**config.mk**
```make
export PLATFORM = sky130hd
export DESIGN_NAME = mem_arbiter
export DESIGN_NICKNAME = d
export VERILOG_FILES = /design/src/rtl/mem_arbiter.sv
export SDC_FILE = /design/constraint.sdc
export NUM_CORES = 1
export LEC_CHECK = 0
export CAP_MARGIN = 20
export CORE_MARGIN = 5
export CORE_UTILIZATION = 35
export DETAILED_ROUTE_END_ITERATION = 10
export GPL_TIMING_DRIVEN = 0
export PLACE_DENSITY = 0.89
export SLEW_MARGIN = 20
export SYNTH_ARGS = -nofsm -noshare
export SYNTH_HDL_FRONTEND = slang
export SYNTH_SLANG_ARGS = --single-unit
```
**constraint.sdc**
```tcl
create_clock -name clk -period 2.21 [get_ports clk]
set_clock_uncertainty 0.05 [all_clocks]
set_input_delay 0.442 -clock clk [delete_from_list [all_inputs] [get_ports clk]]
set_output_delay 0.442 -clock clk [all_outputs]
set_load 0.02 [all_outputs]
```
**src/rtl/mem_arbiter.sv**
```systemverilog
// Two-master memory arbiter: an instruction-fetch port and a load/store port share one
// single-outstanding memory port. Data wins ties until MAX_D_BURST grants starve a waiting fetch.
module mem_arbiter #(
  parameter int MAX_D_BURST = 2
) (
  input  logic        clk,
  input  logic        reset,
  input  logic        i_req,
  input  logic [31:0] i_addr,
  output logic [31:0] i_rdata,
  output logic        i_valid,
  input  logic        d_req,
  input  logic        d_we,
  input  logic [3:0]  d_be,
  input  logic [31:0] d_addr,
  input  logic [31:0] d_wdata,
  output logic [31:0] d_rdata,
  output logic        d_valid,
  output logic        mem_en,
  output logic        mem_we,
  output logic [3:0]  mem_be,
  output logic [31:0] mem_addr,
  output logic [31:0] mem_wdata,
  input  logic [31:0] mem_rdata,
  input  logic        mem_ready
);

  localparam logic [2:0] BURST = 3'(MAX_D_BURST);

  typedef enum logic [1:0] {IDLE, BUSY_I, BUSY_D} state_t;

  state_t     state, state_nxt;
  logic [2:0] d_streak, d_streak_nxt;
  logic       grant_i, grant_d;

  always_comb begin
    state_nxt    = state;
    d_streak_nxt = d_streak;
    grant_i      = 1'b0;
    grant_d      = 1'b0;
    i_valid      = 1'b0;
    d_valid      = 1'b0;
    case (state)
      IDLE: begin
        // Data has priority unless a waiting fetch has already been passed over BURST times.
        if (d_req && !(i_req && d_streak == BURST)) begin
          grant_d   = 1'b1;
          state_nxt = BUSY_D;
          if (i_req && d_streak < BURST)
            d_streak_nxt = d_streak + 3'd1;
        end else if (i_req) begin
          grant_i      = 1'b1;
          state_nxt    = BUSY_I;
          d_streak_nxt = '0;
        end
      end
      BUSY_I: begin
        if (mem_ready) begin
          i_valid   = !reset;
          state_nxt = IDLE;
        end
      end
      BUSY_D: begin
        if (mem_ready) begin
          d_valid   = !reset;
          state_nxt = IDLE;
        end
      end
      default: state_nxt = IDLE;
    endcase
  end

  assign mem_en  = (state != IDLE);
  assign i_rdata = i_valid ? mem_rdata : '0;
  assign d_rdata = d_valid ? mem_rdata : '0;

  always_ff @(posedge clk) begin
    if (reset) begin
      state     <= IDLE;
      d_streak  <= '0;
      mem_we    <= 1'b0;
      mem_be    <= '0;
      mem_addr  <= '0;
      mem_wdata <= '0;
    end else begin
      state    <= state_nxt;
      d_streak <= d_streak_nxt;
      // Access attributes are captured once at grant and stay frozen until completion.
      if (grant_d) begin
        mem_we    <= d_we;
        mem_be    <= d_be;
        mem_addr  <= d_addr;
        mem_wdata <= d_wdata;
      end else if (grant_i) begin
        mem_we    <= 1'b0;
        mem_be    <= 4'b1111;
        mem_addr  <= i_addr;
        mem_wdata <= '0;
      end
    end
  end

endmodule

```
# == After elaboration in Yosys (flattened, before gate mapping) ==
# Index checks and enable logic that the tools add are counted.
# op_classes
n_addsub,1
multipliers,0
div,0
order_cmp,1
eq_ne,6
shift,0
mux,25
n_bitwise,0
reduce_logical,12
# ops
operator,count
two-way mux 32 bit,6
two-way mux 1 bit,10
two-way mux 3 bit,3
two-way mux 4 bit,2
two-way mux 2 bit,3
nonzero test 2 bit,3
"inequality test 2 x 1 -> 1 bit, second input constant",2
one-hot mux 2 bit (2 select lines),1
"adder 3 x 1 -> 3 bit, second input constant",1
"== test 3 x 2 -> 1 bit, second input constant",1
logical AND 1 bit,3
"< comparator 3 x 2 -> 1 bit, second input constant",1
"inequality test 3 bit, second input constant",1
AND reduction 3 bit,1
"== test 2 x 1 -> 1 bit, second input constant",1
"== test 2 bit, second input constant",1
logical NOT 1 bit,2
logical NOT 2 bit,1
AND reduction 2 bit,1
OR reduction 2 bit,1
# totals
register_bits,74
latchBits,0
mem_bits_rw,0
romBits,0
output_inout_bits,136
wordCells,51
mem_count,0

# == Depth between registers and ports, before layout ==
# logic_depth
depth_word,8
depth_mapped,7

# == Worst setup path after synthesis ==
# No wires, ideal clock.
# synth_timing
path_type,input to output
from,in reset
to,out d_rdata[22]
t_arrival_ns,1.535
required_ns,1.718
slack_ns,0.183
path_stages,5
cell_sequence,buf_6 -> inv_1 -> and3_1 -> clkbuf_1 -> and2_1
# synth_via
elab_chain_cells,4
# synth_rtl
item,line,rtl
from (decl),7,"input logic reset,"
logical NOT 1 bit,65,d_valid = !reset;
two-way mux 1 bit,64,if (mem_ready) begin
two-way mux 1 bit,43,case (state)
named net d_valid,18,"output logic d_valid,"
two-way mux 32 bit,75,assign d_rdata = d_valid ? mem_rdata : '0;
to (decl),17,"output logic [31:0] d_rdata,"
# The timed path passes the listed nets, and every way through them passes these cells.

# == Worst setup path in the final report ==
# layout_timing
from,in mem_ready
to,out i_rdata[31]
# layout_via
elab_chain_cells,3
# layout_rtl
item,line,rtl
from (decl),25,input logic mem_ready
two-way mux 1 bit,58,if (mem_ready) begin
two-way mux 1 bit,43,
two-way mux 32 bit,74,assign i_rdata = i_valid ? mem_rdata : '0;
to (decl),10,"output logic [31:0] i_rdata,"
# No other way between the ends.

==> results.txt <==
status: finished, final reports clean
Overflow after GRT: 0
core area: 10400 sq um
Clock Path Buffers: 2
Synth Net Count: 577
num ports: 274
CTS tree: built
Fill cells: 919
CTS Hold Bufs: 0
die height: 114 microns
Synth Warn #: 0
final hold viol count: 0
placed cell areas: 6660 sq um
vias in the first global route: 4452
post-CTS setup buffers: 0
register area share after synthesis: 39.3%
Slew Limit Fails: 0
reg2reg path depth: 7
cell chosen for the clock root: clkbuf_8
initial antenna violation count: 0
VDD IR max: 0.000351 V
Synth Cell Area: 3760 sq um
hold endpoint: d_streak[2]
Nets: 860
antenna-violating nets left: 0
RSZ-0062 raised after global routing: no
Rel. slew slack: 66.8%
Worst setup EP type: output pin
I/O Buffers: 272
# setup viols final: 0
crit path time final: 2.15 ns
hpwl dp: 12.7 mm
layout cells sized above 1: 14.7%
fin crit share: 97.3%
total track usage: 23.0%
Wirelength per Cell: 18.5 microns
n_diodes: 0
Detailed Route WL: 15.8 mm
Max Cap Viol: 0
die area: 12900 sq um
Final Wtd Congestion: 0.922
critical path peak fanout: 6
Chip Width: 114 microns
post-synth top area share: 39.3%
flop-to-flop setup slack: 0.14 ns
first-pass GRT wire length: 23.8 mm
cts bufs inserted: 9
Crit path buffers/inverters: 2
Critical Path RT: 1.72 ns
most frequent standard cell in the layout excluding fill and tap cells: clkdlybuf4s50_1
DRC violations left: 0
CP Launch Type: primary input
Mapped Avg Cell Area: 8.67 sq um
pin count of the biggest net entering global routing: 14
RR Startpoint: state[0]
#FFs+latches synth: 74
HP Start: reset
Setup CP Type: in2out
via count: 4445
Layout Utilization: 63.5%
Crit path largest cell delay: 0.49 ns
starting density of the core: 36.1%
crit path DAT: 1.66 ns
leak pwr: 2.74 nW
# clock sinks: 74
Fmax: 465 MHz
biggest area consumer among synthesized cells: dfxtp_1
clock transition at the registers of the reported paths: 0.08 ns
vias per cell: 5.19
H-tree levels: 3
area delta synth->final: 75.6%
iteration count of the initial detailed-routing pass: 4
Hold Path Stages: 2
Worst Max-Slew Pin Slew: 0.498 ns
register area: 1480 sq um
multi-input logic area: 2030 sq um
critical path cell sequence: clkdlybuf4s50_1 > and3_4 > and2_1 > dlygate4sd2_1
DR iter-0 viols: 352
Unique masters post-synth: 32
most frequent cells in the layout: clkdlybuf4s50_1, dfxtp_1, buf_2
Min Hold Slack: 0.268 ns
r2r endpoint: mem_addr[21]
Clock Latency Late Sink: 0.33 ns
Worst Hold Class: in2reg
synth top area cells: dfxtp_1, and2_1, a21oi_1
post-route cell area: 6610 sq um
Post-Syn Instances: 434
crit path max-delay cell type: clkdlybuf4s50_1
Power Dens Cells: 621 nW/um^2
CP top delay family: buffers and inverters
FP Rows: 37
==> stage by stage <==
step	worst slack [ns]	setup TNS (ns)	power, mW	std cells
2_1_floorplan	0.183	0	2.26	434
6_report	0.0600	0	4.10	857
5_1_grt	0.000736	0	4.30	857
3_5_place_dp	-0.632	-36.42	2.98	842
3_3_place_gp	-0.593	-33.87	2.94	842
4_1_cts	-0.0925	-0.610	4.13	857
==> cell families (layout without fill, tap and decap cells) <==
family / after synthesis / count (layout) / synth area share, %
flip-flops: 74 / 74 / 39.3
AND/OR/NAND/NOR: 128 / 128 / 19.4
multiplexers: 29 / 29 / 7.71
AO/OA/AOI/OAI: 144 / 144 / 24.9
adder cells (fa/ha/maj): 5 / 5 / 1.66
buffers and inverters: 54 / 341 / 7.01
==> area by class of cell <==
class                      instances  area share (%)
buffer                            47            3.94
clock buffer                       9            1.87
clock inverter                     6            1.36
inverter                           7           0.397
multi-input combinational        306            30.7
sequential                        74            22.4
tap                              136            2.57
timing repair buffer             272            36.7
==> flip-flops by register name, summed over array words and instances, names as in the netlist <==
signal     count
mem_addr      32
mem_wdata     32
mem_be         4
d_streak       3
state          2
mem_we         1
==> cells in the mapped netlist <==
cell and number:
a31o_1 1, o31a_1 1, nand2b_1 2, nor3_1 7, inv_1 7, buf_8 2, o311ai_0 1, nor2_1 4
a21oi_1 65, a211oi_1 5, nand2_1 10, a21o_1 1, ha_1 5, and3b_1 1, o31ai_1 31, and2_1 66
mux2i_1 29, dfxtp_1 74, buf_6 2, a31oi_1 3, buf_4 1, nand3b_2 1, o21ai_1 1, nand3_1 34
buf_1 1, a311oi_1 1, or4b_4 1, and3_1 2, a2111oi_4 1, clkbuf_1 25, buf_2 16, o211ai_1 33
==> per-layer routing <==
metal,share of wire (%),global-route usage [%],vias up
li1,-,-,2151
met1,37,25.5,2056
met2,51,41.5,208
met3,9.4,7.11,30
met4,3.0,7.85,0
met5,0,0,-
==> report_power, final <==
part,switching (mW),leakage (nW),internal (mW)
sequential,0.0785,0.611,1.48
combinational,0.698,2.02,0.684
clock,0.531,0.106,0.636
total,1.31,2.74,2.80
==> repair_timing <==
action                                  in CTS  in global routing
endpoints found under the setup margin      67                 64
pin swaps                                    0                  1
gates resized for setup                    244                 30
==> worst max-delay path by stage <==
| stage | end | startpoint | cells after the start | slack [ns] |
|---|---|---|---|---|
| final | i_rdata[31] | mem_ready | 4 | 0.06 |
| after global routing | i_rdata[1] | state[1] | 5 | 0.0007 |
| after CTS | i_rdata[30] | state[1] | 6 | -0.09 |
| after detailed placement | i_rdata[30] | mem_ready | 5 | -0.63 |
| after global placement | i_rdata[16] | mem_ready | 5 | -0.59 |
| after floorplan | d_rdata[22] | reset | 5 | 0.18 |
(Power assumes the default switching activity.)
